<file path="src/rtl/branch_unit.sv">
// Instruction pointer and branch unit with hardware return-address stack.
// Falling-edge state, conditional JMP/CALL/RET, sticky OVF/UNF stack errors.
//
// Ports:
//   CLK, RST        : clock (falling edge active), async active-high reset
//   EN              : advance enable; 0 holds every piece of state
//   JMP_INST        : conditional jump strobe
//   CALL_INST       : conditional call strobe
//   RET_INST        : conditional return strobe (priority RET > CALL > JMP)
//   OP              : {required flag value, flag select}
//   FLAGS           : condition flag vector, 2**CW bits
//   TARGET          : jump/call destination
//   Addr            : current instruction address
//   TAKEN           : combinational, a redirect happens at the next edge
//   SP              : number of valid return-stack entries
//   FULL, EMPTY     : stack occupancy status
//   OVF, UNF        : sticky call-on-full / return-on-empty flags
module branch_unit #(
  parameter int AW = 8,
  parameter int DEPTH = 4,
  parameter int CW = 3,
  parameter logic [AW-1:0] RESET_VEC = '0
) (
  input  logic                         CLK,
  input  logic                         RST,
  input  logic                         EN,
  input  logic                         JMP_INST,
  input  logic                         CALL_INST,
  input  logic                         RET_INST,
  input  logic [CW:0]                  OP,
  input  logic [(2**CW)-1:0]           FLAGS,
  input  logic [AW-1:0]                TARGET,
  output logic [AW-1:0]                Addr,
  output logic                         TAKEN,
  output logic [$clog2(DEPTH+1)-1:0]   SP,
  output logic                         FULL,
  output logic                         EMPTY,
  output logic                         OVF,
  output logic                         UNF
);

  localparam int SPW = $clog2(DEPTH+1);
  localparam int IW  = (DEPTH > 1) ? $clog2(DEPTH) : 1;

  logic [AW-1:0]  addr_q;
  logic [AW-1:0]  addr_d;
  logic [AW-1:0]  addr_inc;
  logic [SPW-1:0] sp_q;
  logic [SPW-1:0] sp_d;
  logic [AW-1:0]  stack_q [DEPTH];
  logic [IW-1:0]  push_idx;
  logic [IW-1:0]  top_idx;
  logic           push;
  logic           cond;
  logic           full;
  logic           empty;
  logic           ret_sel;
  logic           call_sel;
  logic           jmp_sel;
  logic           do_ret;
  logic           do_call;
  logic           do_jmp;
  logic           ovf_hit;
  logic           unf_hit;
  logic           ovf_q;
  logic           unf_q;

  assign cond     = (FLAGS[OP[CW-1:0]] == OP[CW]);
  assign full     = (sp_q == SPW'(DEPTH));
  assign empty    = (sp_q == '0);
  assign addr_inc = addr_q + AW'(1);

  // SP never exceeds DEPTH <= 2**IW, so the low bits
  // address the slot and wrap correctly for top = SP-1.
  assign push_idx = sp_q[IW-1:0];
  assign top_idx  = push_idx - IW'(1);

  // Strobe priority: RET over CALL over JMP.
  assign ret_sel  = RET_INST;
  assign call_sel = CALL_INST & ~RET_INST;
  assign jmp_sel  = JMP_INST & ~CALL_INST & ~RET_INST;

  assign do_ret   = EN & ret_sel & cond & ~empty;
  assign do_call  = EN & call_sel & cond & ~full;
  assign do_jmp   = EN & jmp_sel & cond;
  assign unf_hit  = EN & ret_sel & cond & empty;
  assign ovf_hit  = EN & call_sel & cond & full;

  assign TAKEN    = do_ret | do_call | do_jmp;

  always_comb begin
    addr_d = addr_inc;
    sp_d   = sp_q;
    push   = 1'b0;
    unique case (1'b1)
      do_ret: begin
        addr_d = stack_q[top_idx];
        sp_d   = sp_q - SPW'(1);
      end
      do_call: begin
        addr_d = TARGET;
        sp_d   = sp_q + SPW'(1);
        push   = 1'b1;
      end
      do_jmp: begin
        addr_d = TARGET;
      end
      default: begin
      end
    endcase
  end

  always_ff @(negedge CLK or posedge RST) begin
    if (RST) begin
      addr_q <= RESET_VEC;
      sp_q   <= '0;
      ovf_q  <= 1'b0;
      unf_q  <= 1'b0;
      for (int i = 0; i < DEPTH; i++) begin
        stack_q[i] <= '0;
      end
    end else if (EN) begin
      addr_q <= addr_d;
      sp_q   <= sp_d;
      if (push) begin
        stack_q[push_idx] <= addr_inc;
      end
      if (ovf_hit) begin
        ovf_q <= 1'b1;
      end
      if (unf_hit) begin
        unf_q <= 1'b1;
      end
    end
  end

  assign Addr  = addr_q;
  assign SP    = sp_q;
  assign FULL  = full;
  assign EMPTY = empty;
  assign OVF   = ovf_q;
  assign UNF   = unf_q;

endmodule

</file>
<file path="config.mk">
export PLATFORM = sky130hd
export DESIGN_NAME = branch_unit
export DESIGN_NICKNAME = d
export VERILOG_FILES = /design/src/rtl/branch_unit.sv
export SDC_FILE = /design/constraint.sdc
export NUM_CORES = 1
export LEC_CHECK = 0
export BUFFER_PORTS_ARGS = -buffer_cell sky130_fd_sc_hd__clkbuf_2
export CORE_UTILIZATION = 35
export DETAILED_ROUTE_END_ITERATION = 16
export HOLD_SLACK_MARGIN = 0.12
export PLACE_DENSITY = 0.5
export SYNTH_ARGS = -nofsm -noshare
export SYNTH_HDL_FRONTEND = slang
export SYNTH_SLANG_ARGS = --single-unit
</file>
<file path="constraint.sdc">
create_clock -name CLK -period 5.7 [get_ports CLK]
set_input_delay 0.57 -clock CLK [delete_from_list [all_inputs] [get_ports CLK]]
set_output_delay 0.57 -clock CLK [all_outputs]
set_load 0.01 [all_outputs]
</file>
==> run summary <==
top cell type's share of synthesized area - 46.1%
CTS Hold Bufs - 0
worst vdd ir - 141 uV
hold path cells - 2
clock tree root buffer cell - clkbuf_8
Cell Area, Synth - 2440 um2
initial drt markers - 72
worst slew pin tran - 970 ps
grt ovf - 0
register bit total from synthesis - 45
R2R setup slack - 3280 ps
DPL Wire Length - 4190 um
DRC - 0
CTS buffer count - 5
largest area contributor in the netlist - dfrtn_1
CTS sink count - 45
Hold Vio Cnt, Final - 0
die height - 85.6 um
initial antenna violation count - 0
global-route usage over all layers - 17.0%
Via Count - 1816
Starting Density - 36.2%
crit path DAT - 4980 ps
core area - 6760 um2
worst hold path class - register to register
worst setup path class - register to output pin
DR pass1 iterations - 4
gpl congestion - 0.703
Synth area leaders - dfrtn_1 46%, mux4_2 8.3%, mux2_2 5.5%, nand2_1 4.3%, o21ai_0 4.1%
setup TNS - 0 ps
I/O Buffers - 41
RSZ-0062 raised after global routing - false
WL final - 5790 um
post-CTS sizing - 0
first-pass GRT wire length - 9560 um
dpl cells - 350
standard-cell rows - 30
reg2reg start - SP[1]
Power Density - 486 nW/um2
setup violators final - 0
clock latency on the worst-skew pair - 300 ps
synth warn - 0
status - finished, final reports clean
CP max FO - 7
worst hold start - stack_q[22]
DIE AREA - 7320 um2
Worst Hold End - stack_q[22]
Area Growth Syn to Fin - 18.0%
slew margin rel. - 35.2%
Setup crit start kind - register
post-CTS setup buffer count - 0
Die W - 85.6 um
Post-synth ARST share - 100%
final slew viol count - 0
post-synthesis sequential area ratio - 46.1%
CTS tree - yes
vias in the first global route - 1843
leakage - 1.31 nW
most frequent cell after synthesis - dfrtn_1
Max Clock Skew - 7.73 ps
Post-synth EDFFs - 0
Post-synth top flop - dfrtn_1
fin cells - 358
WL/cell - 16.2 um
Avg Inst Size Synth - 10.7 um2
Ant. Diodes - 0
crit end category - output pin
htree depth - 2
Clock transition at path regs - 60 ps
Detail Route Antenna Nets - 0
CP required - 5130 ps
Mapped Nets - 261
max-cap viol count - 0
Clock Path Buffers - 2
worst r2r dst - SP[2]
Mapped Cells - 229
IO Count - 42
layout net count - 309
ratio of cells with drive above 1 in the final layout - 32.0%
reg2reg path depth - 12
synth cell count leaders - 45 x dfrtn_1, 28 x nand2_1, 20 x o21ai_0, 19 x nor2_1, 12 x mux2_2
DR vias/cell - 5.07
largest net degree at the start of global routing - 46
Yosys cell types - 37
==> worst max-delay path by stage <==
| stage | end | slack (ps) | start | depth (start not counted) |
|---|---|---|---|---|
| floorplan | TAKEN | 10 | SP[0] | 8 |
| global route | TAKEN | 20 | SP[1] | 7 |
| finish | TAKEN | 150 | SP[1] | 7 |
| CTS | TAKEN | 150 | SP[1] | 7 |
| detailed placement | stack_q[18] | 80 | OP[1] | 6 |
| global placement | SP[2] | 110 | OP[1] | 11 |
==> where the power goes <==
part	internal [mW]	switching [mW]
clock network	0.0985	0.114
registers	0.466	0.106
logic	0.299	0.318
total	0.863	0.538
==> cells by family after synthesis <==
logic type	Yosys count	synth area share (%)
buffers and inverters	17	3.43
flip-flops	45	46.1
multiplexers	28	17.1
AO/OA/AOI/OAI	46	11.6
adder cells (fa/ha/maj)	6	3.07
AND/OR/NAND/NOR	74	14.1
XOR/XNOR	13	4.66
==> state kept, by name, summed over array words and instances (netlist names) <==
name / count
stack_q: 32
Addr: 8
SP: 3
OVF: 1
UNF: 1
==> through the flow <==
step / setup slack [ps] / util, % / cell area, um2 / power, mW / hold WS (ps)
after detailed placement: 84.5 / 41.3 / 2790 / 1.20 / 419
after global routing: 21.7 / 42.7 / 2880 / 1.51 / 450
after floorplan: 10.7 / - / 2450 / 0.992 / 405
after global placement: 114 / 41.3 / 2790 / 1.20 / 418
final: 155 / 42.7 / 2880 / 1.40 / 419
after CTS: 150 / 42.7 / 2880 / 1.41 / 426
==> cell usage in the layout (no fill, tap or decap), types with 3 or more instances in the layout <==
| cell type | netlist | layout |
|---|---|---|
| nand2_1 | 28 | 28 |
| inv_1 | 4 | 3 |
| xnor2_1 | 6 | 6 |
| nand2b_1 | 3 | 3 |
| xor2_1 | 7 | 7 |
| clkbuf_2 | 0 | 41 |
| clkbuf_8 | 0 | 6 |
| mux2_2 | 12 | 12 |
| nor2b_1 | 4 | 4 |
| mux2i_1 | 4 | 4 |
| a21oi_1 | 6 | 6 |
| dfrtn_1 | 45 | 45 |
| a22oi_1 | 8 | 8 |
| nor4b_1 | 3 | 3 |
| nor2_1 | 19 | 18 |
| o21ai_0 | 20 | 20 |
| mux4_2 | 9 | 9 |
| nand3_1 | 7 | 7 |
| buf_4 | 0 | 13 |
| ha_1 | 6 | 6 |
| o22ai_1 | 6 | 6 |
| nor3_1 | 3 | 3 |
==> layout make-up <==
cell class | instances | area, um2
clock buffers | 6 | 82.6
clock inverters | 2 | 13.8
fillers | 658 | 3870
inverters | 4 | 15.0
multi-input cells | 167 | 1240
flip-flops and latches | 45 | 1130
well taps | 80 | 100
repair buffers | 54 | 303
==> worst max-delay path: stages (launching register included) <==
cell,delay (ps)
dfrtn_1,510
inv_1,120
ha_1,210
and2_1,200
a211oi_4,220
nor2_1,110
nor2_2,260
clkbuf_2,200
==> metal layers <==
layer / vias to the layer above / routed length (um) / global-route usage, %
li1: 909 / - / -
met1: 876 / 2850 / 23.5
met2: 29 / 2760 / 28.2
met3: 2 / 161 / 3.08
met4: 0 / 15 / 3.48
met5: - / 0 / 0
Power figures use the tool's default switching activity.
